### src/rtl/prog_loader.sv
// prog_loader: streams a little-endian byte image into instruction memory
// while holding the core in reset, then releases the core and watches its
// PC for the end-of-program address or a cycle timeout.
// RST_HOLD must be at least 1.
module prog_loader #(
  parameter int          ADDR_W   = 8,
  parameter logic [31:0] FIN_ADDR = 32'h000000bc,
  parameter int          TIMEOUT  = 50000,
  parameter int          RST_HOLD = 2
) (
  input  logic              clk,
  input  logic              reset,
  input  logic              s_valid,
  input  logic [7:0]        s_data,
  input  logic              s_last,
  output logic              s_ready,
  input  logic              restart,
  output logic              imem_we,
  output logic [ADDR_W-1:0] imem_addr,
  output logic [31:0]       imem_wdata,
  output logic              cpu_reset,
  input  logic [31:0]       pc,
  output logic              busy,
  output logic              done,
  output logic              fail,
  output logic              overflow,
  output logic [ADDR_W:0]   word_count
);

  localparam int CNT_W  = $clog2(TIMEOUT + 1);
  localparam int HOLD_W = $clog2(RST_HOLD + 1);

  // word_count value at which memory is full
  localparam logic [ADDR_W:0]   CAPACITY  = {1'b1, {ADDR_W{1'b0}}};
  localparam logic [ADDR_W:0]   WC_ONE    = (ADDR_W + 1)'(1'b1);
  localparam logic [CNT_W-1:0]  CNT_ONE   = CNT_W'(1'b1);
  localparam logic [CNT_W-1:0]  CNT_LAST  = CNT_W'(TIMEOUT - 1);
  localparam logic [HOLD_W-1:0] HOLD_ONE  = HOLD_W'(1'b1);
  localparam logic [HOLD_W-1:0] HOLD_LAST = HOLD_W'(RST_HOLD - 1);

  typedef enum logic [2:0] {
    S_IDLE = 3'd0,
    S_LOAD = 3'd1,
    S_HOLD = 3'd2,
    S_RUN  = 3'd3,
    S_DONE = 3'd4,
    S_FAIL = 3'd5
  } state_t;

  state_t              state_r, state_s;
  logic [1:0]          byte_idx_r, byte_idx_s;
  logic [31:0]         word_buf_r, word_buf_s;
  logic [ADDR_W:0]     word_count_r, word_count_s;
  logic [CNT_W-1:0]    cycle_cnt_r, cycle_cnt_s;
  logic [HOLD_W-1:0]   hold_cnt_r, hold_cnt_s;
  logic                s_ready_r, s_ready_s;
  logic                imem_we_r, imem_we_s;
  logic [ADDR_W-1:0]   imem_addr_r, imem_addr_s;
  logic [31:0]         imem_wdata_r, imem_wdata_s;
  logic                cpu_reset_r, cpu_reset_s;
  logic                busy_r, busy_s;
  logic                done_r, done_s;
  logic                fail_r, fail_s;
  logic                overflow_r, overflow_s;
  logic                accept_s;
  logic                word_end_s;
  logic [31:0]         merged_s;

  // Next-state and next-output computation for every register
  always_comb begin
    state_s      = state_r;
    byte_idx_s   = byte_idx_r;
    word_buf_s   = word_buf_r;
    word_count_s = word_count_r;
    cycle_cnt_s  = cycle_cnt_r;
    hold_cnt_s   = hold_cnt_r;
    imem_we_s    = 1'b0;
    imem_addr_s  = imem_addr_r;
    imem_wdata_s = imem_wdata_r;
    done_s       = done_r;
    fail_s       = fail_r;
    overflow_s   = overflow_r;
    accept_s     = s_valid && s_ready_r;
    word_end_s   = (byte_idx_r == 2'd3) || s_last;

    // the buffer is cleared after each word, so unfilled bytes are zero
    merged_s = word_buf_r;
    case (byte_idx_r)
      2'd0:    merged_s[7:0]   = s_data;
      2'd1:    merged_s[15:8]  = s_data;
      2'd2:    merged_s[23:16] = s_data;
      2'd3:    merged_s[31:24] = s_data;
      default: merged_s        = word_buf_r;
    endcase

    case (state_r)
      S_IDLE, S_LOAD: begin
        if (accept_s) begin
          state_s = S_LOAD;
          if (word_end_s) begin
            byte_idx_s = 2'd0;
            word_buf_s = 32'h0000_0000;
            if (word_count_r == CAPACITY) begin
              // image larger than memory: drop the word and stop loading
              overflow_s = 1'b1;
              fail_s     = 1'b1;
              state_s    = S_FAIL;
            end else begin
              imem_we_s    = 1'b1;
              imem_addr_s  = word_count_r[ADDR_W-1:0];
              imem_wdata_s = merged_s;
              word_count_s = word_count_r + WC_ONE;
              if (s_last) begin
                state_s    = S_HOLD;
                hold_cnt_s = {HOLD_W{1'b0}};
              end else begin
                state_s = S_LOAD;
              end
            end
          end else begin
            word_buf_s = merged_s;
            byte_idx_s = byte_idx_r + 2'd1;
          end
        end else begin
          state_s = state_r;
        end
      end
      S_HOLD: begin
        if (hold_cnt_r == HOLD_LAST) begin
          state_s     = S_RUN;
          cycle_cnt_s = {CNT_W{1'b0}};
        end else begin
          hold_cnt_s = hold_cnt_r + HOLD_ONE;
        end
      end
      S_RUN: begin
        // a PC hit takes priority over a coinciding timeout
        if (pc == FIN_ADDR) begin
          state_s = S_DONE;
          done_s  = 1'b1;
        end else if (cycle_cnt_r == CNT_LAST) begin
          state_s     = S_FAIL;
          fail_s      = 1'b1;
          cycle_cnt_s = cycle_cnt_r + CNT_ONE;
        end else begin
          cycle_cnt_s = cycle_cnt_r + CNT_ONE;
        end
      end
      S_DONE, S_FAIL: begin
        if (restart) begin
          state_s      = S_IDLE;
          done_s       = 1'b0;
          fail_s       = 1'b0;
          overflow_s   = 1'b0;
          word_count_s = {(ADDR_W + 1){1'b0}};
          byte_idx_s   = 2'd0;
          word_buf_s   = 32'h0000_0000;
          cycle_cnt_s  = {CNT_W{1'b0}};
        end else begin
          state_s = state_r;
        end
      end
      default: begin
        state_s = S_IDLE;
      end
    endcase

    // outputs that are pure functions of the upcoming state
    s_ready_s   = (state_s == S_IDLE) || (state_s == S_LOAD);
    busy_s      = (state_s == S_LOAD) || (state_s == S_HOLD) || (state_s == S_RUN);
    cpu_reset_s = !((state_s == S_RUN) || (state_s == S_DONE));
  end

  // State and output registers with asynchronous active-low reset
  always_ff @(posedge clk or negedge reset) begin
    if (!reset) begin
      state_r      <= S_IDLE;
      byte_idx_r   <= 2'd0;
      word_buf_r   <= 32'h0000_0000;
      word_count_r <= {(ADDR_W + 1){1'b0}};
      cycle_cnt_r  <= {CNT_W{1'b0}};
      hold_cnt_r   <= {HOLD_W{1'b0}};
      s_ready_r    <= 1'b1;
      imem_we_r    <= 1'b0;
      imem_addr_r  <= {ADDR_W{1'b0}};
      imem_wdata_r <= 32'h0000_0000;
      cpu_reset_r  <= 1'b1;
      busy_r       <= 1'b0;
      done_r       <= 1'b0;
      fail_r       <= 1'b0;
      overflow_r   <= 1'b0;
    end else begin
      state_r      <= state_s;
      byte_idx_r   <= byte_idx_s;
      word_buf_r   <= word_buf_s;
      word_count_r <= word_count_s;
      cycle_cnt_r  <= cycle_cnt_s;
      hold_cnt_r   <= hold_cnt_s;
      s_ready_r    <= s_ready_s;
      imem_we_r    <= imem_we_s;
      imem_addr_r  <= imem_addr_s;
      imem_wdata_r <= imem_wdata_s;
      cpu_reset_r  <= cpu_reset_s;
      busy_r       <= busy_s;
      done_r       <= done_s;
      fail_r       <= fail_s;
      overflow_r   <= overflow_s;
    end
  end

  assign s_ready    = s_ready_r;
  assign imem_we    = imem_we_r;
  assign imem_addr  = imem_addr_r;
  assign imem_wdata = imem_wdata_r;
  assign cpu_reset  = cpu_reset_r;
  assign busy       = busy_r;
  assign done       = done_r;
  assign fail       = fail_r;
  assign overflow   = overflow_r;
  assign word_count = word_count_r;

endmodule
### config.mk
export PLATFORM = sky130hd
export DESIGN_NAME = prog_loader
export DESIGN_NICKNAME = d
export VERILOG_FILES = /design/src/rtl/prog_loader.sv
export SDC_FILE = /design/constraint.sdc
export NUM_CORES = 1
export LEC_CHECK = 0
export CAP_MARGIN = 10
export CELL_PAD_IN_SITES_DETAIL_PLACEMENT = 1
export CELL_PAD_IN_SITES_GLOBAL_PLACEMENT = 1
export CORE_MARGIN = 2
export CORE_UTILIZATION = 45
export CTS_BUF_LIST = sky130_fd_sc_hd__clkbuf_4
export CTS_CLUSTER_DIAMETER = 200
export CTS_CLUSTER_SIZE = 8
export DETAILED_ROUTE_END_ITERATION = 7
export GPL_ROUTABILITY_DRIVEN = 0
export PLACE_DENSITY_LB_ADDON = 0.3
export SYNTH_ARGS = -nofsm -noshare
export SYNTH_HDL_FRONTEND = slang
export SYNTH_SLANG_ARGS = --single-unit
### constraint.sdc
create_clock -name clk -period 6.4 [get_ports clk]
set_clock_uncertainty 0.2 [all_clocks]
set_input_delay 0.96 -clock clk [delete_from_list [all_inputs] [get_ports clk]]
set_output_delay 0.96 -clock clk [all_outputs]
set_load 0.02 [all_outputs]
==> metrics.log <==
[metrics] headroom to the max-slew limit: 34.17%
[metrics] antenna violations before repair: 0
[metrics] Critical Path Slowest Stage Cell: sky130_fd_sc_hd__o31ai_2
[metrics] CTS Buf Count: 9
[metrics] sort of element at the start of the critical path: input pin
[metrics] unrepaired setup endpoints after global routing: no
[metrics] number of vias per cell: 5.806
[metrics] total clock sinks: between 100 and 150
[metrics] vias post-DR: between 4000 and 5000
[metrics] fraction of synthesis flops using an asynchronous set or reset pin: between 90% and 100%
[metrics] PortBufs: 100
[metrics] most numerous cell types in the synthesized netlist: sky130_fd_sc_hd__dfrtp_1, sky130_fd_sc_hd__nand2_1, sky130_fd_sc_hd__o21ai_0
[metrics] Worst Path Class, Setup: input pin to register
[metrics] area post-placement: slightly above 6000 µm²
[metrics] met1 track demand over resource in global routing: between 20% and 30%
[metrics] share of the synthesized area in the top cell type: about 53%
[metrics] post-route fraction of the period consumed by the critical path: 48.41%
[metrics] cell type with the largest total area after synthesis: sky130_fd_sc_hd__dfrtp_1
[metrics] count of distinct cell types in the synthesized netlist: 61
[metrics] max cap viols: 0
[metrics] die area: 12210 µm²
[metrics] fraction of layout instances using a drive strength above 1: 6.349%
[metrics] Fmax: 322.8 MHz
[metrics] largest incremental delay on the critical path: approximately 0.89 ns
[metrics] count of cell instances traversed by the critical path: 6
[metrics] final worst path period need: 3.098 ns
[metrics] number of antenna repair diodes: 0
[metrics] number of buffers between clock root and the deepest sink: 2
[metrics] gr usage total: around 22%
[metrics] path class of the lowest-slack min-delay path: register to register
[metrics] Final Net Count: 615
[metrics] arrival time reported for the critical path endpoint: 3.29 ns
[metrics] Post-synth EDFFs: 0
[metrics] path depth of the worst reg2reg path: 6
[metrics] worst supply voltage drop on vdd: around 0.18 mV
[metrics] synthesis-to-finish area growth: 23.77%
[metrics] Post-Syn Area per Cell: 10.84 µm²
[metrics] area taken by flip-flops and latches: 2780 µm²
[metrics] worst-path maximum fanout: 16
[metrics] critical path endpoint category: register
[metrics] detail-routed net length per standard cell: around 19 µm
[metrics] number of rows in the core area: 38
[metrics] number of synthesis warnings: 0
[metrics] setup-violating endpoint count in the final report: 0
[metrics] Top Family by Delay on Critical Path: compound AO/OA/AOI/OAI gates
[metrics] mapped cell area: 5105 µm²
[metrics] clock tree from TritonCTS: built
[metrics] height of the die: 110.5 µm
[metrics] measured slew at the worst slew-check pin: 0.9815 ns
[metrics] busiest layer in global routing: met2
[metrics] Critical Path Start: pc[10]
[metrics] GR Util met3: 2.689%
[metrics] result of the run: finished, final reports clean
[metrics] number of levels in the clock H-tree: 3
[metrics] vias in the first global route: 4328
[metrics] post-route ant nets: 0
[metrics] hold_buf cts: 0
[metrics] required time reported for the critical path endpoint: 6.59 ns
[metrics] Bufs and invs on worst path: 1
[metrics] Gates resized, CTS repair: 0
[metrics] Leakage Power: ~2.7 nW
[metrics] number of standard cells after synthesis: 471
[metrics] Hold Fails Final Rpt: 0
[metrics] area of the multi-input gates: between 2000 and 2500 µm²
[metrics] Setup crit end: cycle_cnt_r[3]$_DFFE_PN0P_
[metrics] Finished Cell Area: 6319 µm²
[metrics] register-to-register setup slack: about 3.5 ns
[metrics] predominant post-synthesis flop cell: sky130_fd_sc_hd__dfrtp_1
[metrics] Horiz. Die Dim: 110.5 µm
[metrics] main area contributors after synthesis: sky130_fd_sc_hd__dfrtp_1, sky130_fd_sc_hd__mux2i_1, sky130_fd_sc_hd__o21ai_0
[metrics] global-route met2 utilization: 37.55%
[metrics] share of the yosys chip area belonging to registers: 54.46%
[metrics] CTS Root Cell: sky130_fd_sc_hd__clkbuf_4
[metrics] number of detailed-route iterations in the first pass: 4
[metrics] fillers: ~1200
[metrics] register bit count reported by yosys: 111
[metrics] HPWL reported at the end of detailed placement: 9557 µm
[metrics] count of cells along the worst hold path: 2
[metrics] initial core utilization: 46.68%
[metrics] final slew viol count: 0
[metrics] number of top-level design ports: between 100 and 150
[metrics] area inside the core boundary: 10940 µm²
[metrics] maximum number of pins on one net before global-route repair: 78
[metrics] worst-skew pair later-pin latency: 0.46 ns
[metrics] clock slew at reported path FFs: 0.17 ns
[metrics] CP cell instances: clkdlybuf4s50_1 > nor4_1 > nand4_1 > o31ai_2 > o21ai_0 > a21oi_1
[metrics] worst reg2reg path endpoint: imem_wdata[15]$_DFFE_PN0P_
[metrics] power density over the cells: 356.5 nW/µm²
[metrics] setup bufs post-CTS: 0
[metrics] launching point of the worst reg2reg path: byte_idx_r[0]$_DFFE_PN0P_
[metrics] global-route wire length before repair: 22340 µm
[metrics] DRC violation total after the first TritonRoute iteration: 132
[metrics] Overflow after GRT: 0
[metrics] number of remaining DRC errors: 0
[metrics] Final TNS setup: 0 ns
[metrics] wire length after detailed routing: 13380 µm
[metrics] Post-Syn Nets: 524
[metrics] most repeated cell in the gate-level netlist after synthesis: sky130_fd_sc_hd__dfrtp_1
==> cell families after synthesis <==
group / after synthesis / share of synthesized area, %
xor gates and xnor gates: 5 / 0.8578
buffers and inverters: 33 / 2.917
muxes: 33 / 6.471
and+or+nand+nor: 152 / 16.76
AOI/OAI and AO/OA: 129 / 16.57
adders and majority gates: 8 / 1.961
DFF: 111 / 54.46
==> stage by stage <==
step / utilization (%) / hold WS (ns) / worst slack [ns] / total power, mW / instances
3_5_place_dp: 56.52 / 0.2737 / 2.577 / 1.943 / 690
6_report: 57.78 / 0.3058 / 3.302 / 2.252 / 707
2_1_floorplan: - / 0.2636 / 3.806 / 1.560 / 471
5_1_grt: 57.78 / 0.3361 / 3.101 / 2.388 / 707
4_1_cts: 57.60 / 0.3104 / 2.990 / 2.264 / 706
3_3_place_gp: 56.52 / 0.2599 / 2.634 / 1.895 / 690
==> worst min-delay path by stage <==
stage / startpoint / endpoint / slack [ns]
finish: imem_wdata[23]$_DFFE_PN0P_ / imem_wdata[23]$_DFFE_PN0P_ / 0.31
global route: done$_DFFE_PN0P_ / done$_DFFE_PN0P_ / 0.34
CTS: imem_wdata[10]$_DFFE_PN0P_ / imem_wdata[10]$_DFFE_PN0P_ / 0.31
detailed placement: imem_wdata[21]$_DFFE_PN0P_ / imem_wdata[21]$_DFFE_PN0P_ / 0.27
global placement: imem_addr[7]$_DFFE_PN0P_ / imem_addr[7]$_DFFE_PN0P_ / 0.26
floorplan: word_buf_r[24]$_DFFE_PN0P_ / word_buf_r[24]$_DFFE_PN0P_ / 0.26
==> where the power goes <==
part | switching (mW) | total, mW | internal, mW | leakage [nW]
Combinational | 0.493 | 0.895 | 0.402 | 1.19
Clock | 0.236 | 0.322 | 0.0863 | 0.0648
Sequential | 0.148 | 1.03 | 0.887 | 1.49
Total | 0.877 | 2.25 | 1.38 | 2.75
==> area by class of cell <==
cell class              count  share of cell area, %
clock inverters             6                 0.6733
inverters                  11                 0.6535
flip-flops and latches    111                  44.00
well taps                 140                  2.772
repair buffers            102                  16.24
clock buffers              10                  1.188
multi-input cells         327                  34.48
==> layer usage <==
layer	wire, µm	share of wire (%)
met1	6084	45
met2	6737	50
met3	292	2.2
met4	264	2.0
met5	0	0
==> worst reg2reg max path, delay by kind of cell, from the launching register on <==
family / cells / cell delay, ns
adder cells (fa/ha/maj): 1 / 0.63
AO/OA/AOI/OAI: 1 / 0.24
AND/OR/NAND/NOR: 3 / 1.06
flip-flops: 1 / 0.43
buffers and inverters: 1 / 0.29
==> state kept, by name, summed over array words and instances (netlist names) <==
register / cells
cpu_reset: 1
done: 1
byte_idx_r: 2
cycle_cnt_r: 16
imem_wdata: 32
imem_we: 1
fail: 1
busy: 1
imem_addr: 8
hold_cnt_r: 2
word_buf_r: 32
state_r: 3
word_count: 9
s_ready: 1
overflow: 1
==> cell usage in the layout (no fill, tap or decap), types with 7 or more instances in the layout <==
| cell | instances |
|---|---|
| sky130_fd_sc_hd__a21oi_1 | 18 |
| sky130_fd_sc_hd__ha_1 | 8 |
| sky130_fd_sc_hd__inv_1 | 10 |
| sky130_fd_sc_hd__o21ai_0 | 49 |
| sky130_fd_sc_hd__nand3_1 | 9 |
| sky130_fd_sc_hd__or4_1 | 7 |
| sky130_fd_sc_hd__a22o_1 | 28 |
| sky130_fd_sc_hd__or3_1 | 8 |
| sky130_fd_sc_hd__nor2_1 | 10 |
| sky130_fd_sc_hd__dfrtp_1 | 109 |
| sky130_fd_sc_hd__nor2b_1 | 10 |
| sky130_fd_sc_hd__nand2_1 | 60 |
| sky130_fd_sc_hd__nor4_1 | 8 |
| sky130_fd_sc_hd__o31ai_1 | 7 |
| sky130_fd_sc_hd__mux2i_1 | 33 |
| sky130_fd_sc_hd__clkbuf_4 | 10 |
| sky130_fd_sc_hd__clkdlybuf4s50_1 | 99 |
Note: power is estimated with default switching activity, not from simulation.
